`src/rtl/note_sequencer.sv`:
```
`timescale 1ns/1ps
// note_sequencer: plays a host-written table of (note, duration) entries into
// note_decoder_full. Each note sounds for dur*TICK_DIV cycles, followed by a
// GAP_CYC-cycle silence. Playback ends at a zero-duration marker or the last
// entry, optionally wrapping back to entry 0.
module note_sequencer #(
    parameter int unsigned DEPTH    = 32,
    parameter int unsigned ADDR_W   = 5,
    parameter int unsigned NOTE_W   = 27,
    parameter int unsigned DUR_W    = 8,
    parameter int unsigned TICK_DIV = 1000,
    parameter int unsigned GAP_CYC  = 16
) (
    input  logic              clk_i,
    input  logic              rst_ni,
    input  logic              wr_en_i,
    input  logic [ADDR_W-1:0] wr_addr_i,
    input  logic [NOTE_W-1:0] wr_note_i,
    input  logic [DUR_W-1:0]  wr_dur_i,
    input  logic              start_i,
    input  logic              stop_i,
    input  logic              loop_i,
    output logic [NOTE_W-1:0] note_o,
    output logic              note_en_o,
    output logic [ADDR_W-1:0] cur_addr_o,
    output logic              busy_o,
    output logic              done_o
);

    localparam int unsigned TickW = (TICK_DIV > 1) ? $clog2(TICK_DIV) : 1;
    localparam int unsigned GapW  = (GAP_CYC > 1) ? $clog2(GAP_CYC) : 1;
    localparam int unsigned EntW  = NOTE_W + DUR_W;

    localparam logic [TickW-1:0]  TickLast = TickW'(TICK_DIV - 1);
    localparam logic [GapW-1:0]   GapLast  = GapW'((GAP_CYC > 0) ? GAP_CYC - 1 : 0);
    localparam logic [ADDR_W-1:0] AddrLast = ADDR_W'(DEPTH - 1);
    localparam bit                HasGap   = (GAP_CYC > 0);

    typedef enum logic [1:0] {StIdle, StFetch, StPlay, StGap} state_e;

    state_e              state_q, state_d;
    logic [ADDR_W-1:0]   cur_addr_q, cur_addr_d;
    logic [NOTE_W-1:0]   note_q, note_d;
    logic                note_en_q, note_en_d;
    logic                done_q, done_d;
    logic [TickW-1:0]    tick_q, tick_d;
    logic [DUR_W-1:0]    dur_q, dur_d;
    logic [GapW-1:0]     gap_q, gap_d;

    logic [EntW-1:0]     mem_q [DEPTH];
    logic [EntW-1:0]     rd_q;
    logic [ADDR_W-1:0]   rd_addr;
    logic [NOTE_W-1:0]   rd_note;
    logic [DUR_W-1:0]    rd_dur;
    logic                advance;
    logic                finish;

    assign rd_note = rd_q[EntW-1:DUR_W];
    assign rd_dur  = rd_q[DUR_W-1:0];

    // Table storage with registered read; a same-cycle write to the address
    // being read is forwarded so a late update is never missed.
    always_ff @(posedge clk_i) begin
        if (wr_en_i) begin
            mem_q[wr_addr_i] <= {wr_note_i, wr_dur_i};
        end
        if (wr_en_i && (wr_addr_i == rd_addr)) begin
            rd_q <= {wr_note_i, wr_dur_i};
        end else begin
            rd_q <= mem_q[rd_addr];
        end
    end

    // State and output registers.
    always_ff @(posedge clk_i or negedge rst_ni) begin
        if (!rst_ni) begin
            state_q    <= StIdle;
            cur_addr_q <= '0;
            note_q     <= '0;
            note_en_q  <= 1'b0;
            done_q     <= 1'b0;
            tick_q     <= '0;
            dur_q      <= '0;
            gap_q      <= '0;
        end else begin
            state_q    <= state_d;
            cur_addr_q <= cur_addr_d;
            note_q     <= note_d;
            note_en_q  <= note_en_d;
            done_q     <= done_d;
            tick_q     <= tick_d;
            dur_q      <= dur_d;
            gap_q      <= gap_d;
        end
    end

    // Next-state logic; rd_addr always points at the entry FETCH will see.
    always_comb begin
        state_d    = state_q;
        cur_addr_d = cur_addr_q;
        note_d     = note_q;
        note_en_d  = note_en_q;
        done_d     = 1'b0;
        tick_d     = tick_q;
        dur_d      = dur_q;
        gap_d      = gap_q;
        rd_addr    = cur_addr_q;
        advance    = 1'b0;
        finish     = 1'b0;

        unique case (state_q)
            StIdle: begin
                if (start_i && !stop_i) begin
                    state_d    = StFetch;
                    cur_addr_d = '0;
                    rd_addr    = '0;
                end
            end
            StFetch: begin
                if (rd_dur != '0) begin
                    state_d   = StPlay;
                    note_d    = rd_note;
                    note_en_d = 1'b1;
                    dur_d     = rd_dur;
                    tick_d    = '0;
                end else if (loop_i && (cur_addr_q != '0)) begin
                    // Marker at entry 0 never loops, otherwise playback would spin.
                    state_d    = StFetch;
                    cur_addr_d = '0;
                    rd_addr    = '0;
                end else begin
                    finish = 1'b1;
                end
            end
            StPlay: begin
                if (tick_q == TickLast) begin
                    tick_d = '0;
                    if (dur_q == DUR_W'(1)) begin
                        note_d    = '0;
                        note_en_d = 1'b0;
                        if (HasGap) begin
                            state_d = StGap;
                            gap_d   = '0;
                        end else begin
                            advance = 1'b1;
                        end
                    end else begin
                        dur_d = dur_q - DUR_W'(1);
                    end
                end else begin
                    tick_d = tick_q + TickW'(1);
                end
            end
            StGap: begin
                if (gap_q == GapLast) begin
                    advance = 1'b1;
                end else begin
                    gap_d = gap_q + GapW'(1);
                end
            end
        endcase

        // Last entry behaves like an end marker.
        if (advance) begin
            if (cur_addr_q != AddrLast) begin
                state_d    = StFetch;
                cur_addr_d = cur_addr_q + ADDR_W'(1);
                rd_addr    = cur_addr_q + ADDR_W'(1);
            end else if (loop_i) begin
                state_d    = StFetch;
                cur_addr_d = '0;
                rd_addr    = '0;
            end else begin
                finish = 1'b1;
            end
        end

        if (finish) begin
            state_d    = StIdle;
            cur_addr_d = '0;
            note_d     = '0;
            note_en_d  = 1'b0;
            done_d     = 1'b1;
        end

        // Abort overrides everything, including a completion in the same cycle.
        if (stop_i && (state_q != StIdle)) begin
            state_d    = StIdle;
            cur_addr_d = '0;
            note_d     = '0;
            note_en_d  = 1'b0;
            done_d     = 1'b0;
            tick_d     = '0;
            dur_d      = '0;
            gap_d      = '0;
        end
    end

    assign note_o     = note_q;
    assign note_en_o  = note_en_q;
    assign cur_addr_o = cur_addr_q;
    assign busy_o     = (state_q != StIdle);
    assign done_o     = done_q;

endmodule
```
`config.mk`:
```
export PLATFORM = sky130hd
export DESIGN_NAME = note_sequencer
export DESIGN_NICKNAME = d
export VERILOG_FILES = /design/src/rtl/note_sequencer.sv
export SDC_FILE = /design/constraint.sdc
export NUM_CORES = 1
export LEC_CHECK = 0
export BUFFER_PORTS_ARGS = -buffer_cell sky130_fd_sc_hd__buf_2
export CAP_MARGIN = 30
export CORE_MARGIN = 2
export CORE_UTILIZATION = 50
export CTS_CLUSTER_DIAMETER = 50
export DETAILED_ROUTE_END_ITERATION = 7
export PLACE_DENSITY = 0.68
export SYNTH_ARGS = -nofsm -noshare
export SYNTH_HDL_FRONTEND = slang
export SYNTH_SLANG_ARGS = --single-unit
```
`constraint.sdc`:
```
create_clock -name clk_i -period 3.2 [get_ports clk_i]
set_clock_uncertainty 0.2 [all_clocks]
set_input_delay 0.16 -clock clk_i [delete_from_list [all_inputs] [get_ports clk_i]]
set_output_delay 0.16 -clock clk_i [all_outputs]
set_load 0.03 [all_outputs]
```
## After elaboration in Yosys (flattened, before gate mapping)

Memory sizes are Yosys's and may differ from the RTL's. A register that Yosys moved wholly into a read port is not among the register bits.
Cells that the tools add are included.

| word-level totals | value |
|---|---|
| memories | 1 |
| register bits after elaboration | 58 |
| RAM bits | 1120 |
| input bits | 46 |
| output and inout bits | 35 |

| operators by class | value |
|---|---|
| $add $sub $neg | 4 |
| eq/ne operators | 15 |
| reductions and logical operators | 15 |
| mux-type cells | 58 |

Memory list:

| memory | depth | width | read ports | clocked after Yosys merged registers in | wr ports | RTL line | text |
|---|---|---|---|---|---|---|---|
| mem_q | 32 | 35 | 1 | 1 | 1 | 50 | `logic [EntW-1:0] mem_q [DEPTH];` |

Operators with widths:

| kind | number |
|---|---|
| 27-bit 2-to-1 mux | 5 |
| 27-bit case mux with 2 select lines | 1 |
| 5-bit 2-to-1 mux | 8 |
| 8-bit 2-to-1 mux | 4 |
| 10-bit 2-to-1 mux | 3 |
| 2-bit 2-to-1 mux | 10 |
| 10-bit case mux with 2 select lines | 1 |
| 1-bit 2-to-1 mux | 17 |
| 4-bit 2-to-1 mux | 4 |
| 8-bit case mux with 2 select lines | 1 |
| 3-bit inequality test, second input constant | 5 |
| 4-bit inequality test, second input constant | 3 |
| 4-bit AND reduction | 3 |
| 10-bit by 1-bit adder with 10-bit output, second input constant | 1 |
| 10-bit == test, second input constant | 1 |
| 5-bit case mux with 2 select lines | 1 |
| 8-bit by 1-bit == test with 1-bit output, second input constant | 1 |
| 4-bit case mux with 2 select lines | 1 |
| 8-bit nonzero test | 1 |
| 8-bit by 1-bit subtractor with 8-bit output, second input constant | 1 |
| 2-bit case mux with 3 select lines | 1 |
| 3-bit nonzero test | 2 |
| 5-bit by 1-bit adder with 5-bit output, second input constant | 1 |
| 5-bit inequality test, second input constant | 1 |
| 12 further kinds | 15 |

## Depth between registers and ports, before layout

| depth | value |
|---|---|
| depth in word-level cells | 10 |
| depth in mapped cells | 12 |
| gate-level depth less buffers | 9 |

## Worst setup path after synthesis

OpenSTA, ideal clock, no wires.

| timing path | value |
|---|---|
| path type | reg-to-reg |
| start point | register (tool-made name) |
| end point | register note_q[0], in the netlist note_o[0] |
| path buffers | 4 |
| setup slack | 3 ps |
| data arrival time | 2871 ps |
| stages on the path, launching flop included | 12 |
| data required time | 2874 ps |
| cells stage by stage | dfxtp_1 > buf_6 > clkbuf_1 > mux4_2 > mux4_2 > mux2i_1 > and4_1 > buf_2 > nand3_2 > nand4_2 > buf_2 > o2bb2ai_2 |

RTL lines:

| what | RTL line | text |
|---|---|---|
| end signal: assignment | 88 | `note_q <= note_d;` |
| end: declaration | 43 | `logic [NOTE_W-1:0] note_q, note_d;` |

==> impl_metrics.py <==
metrics = {
    "critical_path": {
        "start_kind": "flop",
        "timing.rr.end": "note_en_o",
        "cp.arrival_ps": 3840,
        "worstSetupEndpointType": "flop",
        "path_delay_family": "multiplexers",
        "critical_path_class": "reg2reg",
        "cpPeakStageDelay_ps": 510,
        "path_buf_inv": 6,
        "cp_max_fo": 6,
        "reg2reg_slack_ps": -270,
        "required_ps": 3570,
        "crit_slowest_cell": "mux4_2",
        "cp_cell_sequence": "buf_6 > buf_12 > buf_12 > mux4_2 > mux4_2 > mux2i_4 > and4_4 > nand3_4 > buf_6 > nand4_4 > buf_12 > buf_6 > a21bo_4",
        "reg2regPathDepth": 13,
    },
    "power_and_ir_drop": {
        "vdd_drop_max_mv": 0.426,
        "p_leak_uw": 0.0169,
        "p_total_uw": 34900,
        "p_per_area_nw_per_um2": 646,
    },
    "sta": {
        "slew_headroom_pct": 35.7,
        "rsz0062_at_grt": "true",
        "fin_crit_sh_pct": 109,
        "setup_ws_ps": -273,
        "hold_viol_final": 0,
        "setup_tns_ps": -8630,
        "period_minus_slack_ps": 3470,
        "setup_viol": 52,
        "worstMarginPinSlew_ps": 965,
        "fmax_mhz": 288,
        "drv_slew": 0,
    },
    "clock_tree": {
        "insertion_delay_ps": 700,
        "cts_tree": "yes",
        "cts.path.max_buffers": 3,
        "clk_pin_slew_ps": 60,
        "h-tree-depth": 3,
        "ctsRootBufferMaster": "clkbuf_16",
        "numCtsBuffers": 119,
        "clock_sinks": 1183,
    },
    "drt": {
        "dr.pass1.iters": 6,
        "viasPerCell": 6.28,
        "drc": 0,
        "routedWlPerCell_microns": 30.9,
        "postRouteAntennaNets": 0,
        "drt_iter0_drc": 2905,
        "vias": 22200,
        "finalWirelength_mm": 109,
    },
    "worst_hold_path": {
        "worst_hold_path.endpoint": "mem_q[31][10]",
        "hp-start": "wr_addr_i[1]",
        "worst_hold_path_type": "in2reg",
        "hold_depth": 4,
    },
    "yosys": {
        "synth_cells": 1952,
        "synth_cell_types": 59,
        "ys.flop_type": "edfxtp_1",
        "synth.cell_area_sq_um": 45800,
        "synth.ff_latch_count": 1183,
        "yosys_warnings": 0,
        "async_flop_share_pct": 4.90,
        "mappedNetlistNets": 2010,
        "syn_area_per_cell_sq_um": 23.4,
        "synth-edff-count": 1120,
        "yosysSeqAreaShare_pct": 76.9,
    },
    "global_routing": {
        "track_usage_pct": 23.7,
        "antenna_found_initial": 7,
        "grt_pass1_wl_mm": 159,
        "grt_max_degree": 105,
        "grt_pass1_vias": 22700,
        "grt_overflow_total": 0,
    },
    "layout": {
        "fin_nets": 2310,
        "final_common_cell": "edfxtp_1",
        "n_fill_cell": 6101,
        "drive_gt1_share_pct": 36.1,
        "layout_common_cells": "edfxtp_1, mux4_2, clkbuf_16",
        "areaGrowthSynthToFinish_pct": 17.9,
    },
    "placement": {
        "place.gp.congestion": 0.782,
        "place_hpwl_mm": 56.2,
        "io_buffer_count": 80,
        "dp_worst_setup_slack_ps": -295,
    },
    "die": {
        "start_util_pct": 50.7,
        "rows": 110,
        "ios": 81,
        "dieArea_sq_um": 93900,
        "die_w_microns": 306,
        "fp.dieH_microns": 306,
        "core_area_sq_um": 90300,
    },
    "status": {
        "violations": "negative setup slack",
        "status": "complete, but fails checks",
    },
    "flow_run": {
        "cap_violations": 0,
    },
}
## cells in the mapped netlist, drive strengths merged, types with 2 or more instances
library cell	n	area, sq um
a21o	2	15.0
a21oi	8	40.0
a31oi	5	46.3
a41o	2	21.3
and3	5	31.3
and4	3	26.3
buf	49	264
clkbuf	51	193
dfrtp	58	1450
dfxtp	5	100
edfxtp	1120	33600
ha	12	150
inv	15	56.3
mux2i	38	380
mux4	350	7880
nand2	27	101
nand2b	6	37.5
nand3	20	105
nand3b	5	37.5
nand4	11	75.1
nand4b	3	26.3
nor2	53	199
nor2b	7	43.8
nor3	8	40.0
nor4	3	18.8
o21ai	25	125
o2bb2ai	27	362
o31ai	6	45.0
o32a	2	20.0
o41a	2	22.5
o41ai	3	26.3
or3	3	18.8
or3b	2	17.5
or4	2	15.0
## power by group
part / leakage [uW] / switching (uW) / internal (uW)
clock network: 0.00189 / 5770 / 7950
logic: 0.00406 / 2090 / 1410
registers: 0.0109 / 303 / 17300
total: 0.0169 / 8170 / 26700
## sequential cells by signal, indices dropped and copies added, names as in the netlist, named ones only
register / count
note_o: 27
dur_q: 8
tick_q: 10
done_o: 1
gap_q: 4
cur_addr_o: 5
mem_q: 1120
note_en_o: 1
state_q: 2
## per-layer routing
metal / track usage, % / vias to the layer above / wire length, microns
met5: 0 / - / 29
li1: - / 9014 / -
met2: 39.5 / 1057 / 55100
met3: 4.05 / 187 / 9020
met1: 32.8 / 11900 / 42100
met4: 6.77 / 6 / 3080
## through the flow
step	area, sq um	instances	utilization, %	hold slack (ps)
after floorplan	45800	1952	-	-336
after global placement	48700	3232	54.0	98.9
after detailed placement	48700	3232	54.0	104
after CTS	53700	3526	59.4	16.0
after global routing	53900	3534	59.7	44.8
final	53900	3534	59.7	49.1
## cell families after synthesis
kind of cell | share of synthesized area [%]
DFF | 76.9
adders and majority gates | 0.328
AOI/OAI and AO/OA | 1.83
buffers and inverters | 1.12
and+or+nand+nor | 1.76
muxes | 18.1
## worst register-to-register path, cell delays in order, from the launching register on
cell	delay (ps)
dfxtp_4	390
buf_6	130
buf_12	140
buf_12	120
mux4_2	490
mux4_2	510
mux2i_4	180
and4_4	280
nand3_4	100
buf_6	160
nand4_4	200
buf_12	150
buf_6	90
a21bo_4	210
## how the worst max path moves through the flow
stage / slack [ps] / cells after the start / end / start
2_1_floorplan: 3 / 11 / note_o[0] / flop
3_3_place_gp: -260 / 10 / note_o[12] / flop
3_5_place_dp: -290 / 10 / note_o[11] / flop
4_1_cts: -280 / 13 / note_en_o / flop
5_1_grt: -340 / 13 / note_en_o / flop
6_report: -270 / 13 / note_en_o / flop
## repair_timing
item,CTS,global route
gates cloned,8,1
setup buffers,24,5
resized for setup,49,36
hold buffers,40,0
setup endpoints to repair,57,59
endpoints found under the hold margin,1201,0
pin swaps,10,21
## area by class of cell
cell class	instances	area [sq um]	share of cell area (%)
antenna	4	10.0	0.0186
clock buffer	165	3260	6.05
clock inverter	58	621	1.15
inverter	15	56.3	0.104
multi-input combinational	654	10600	19.7
sequential	1183	35200	65.3
tap	1176	1470	2.73
timing repair buffer	279	2710	5.02
Power figures use the tool's default switching activity.
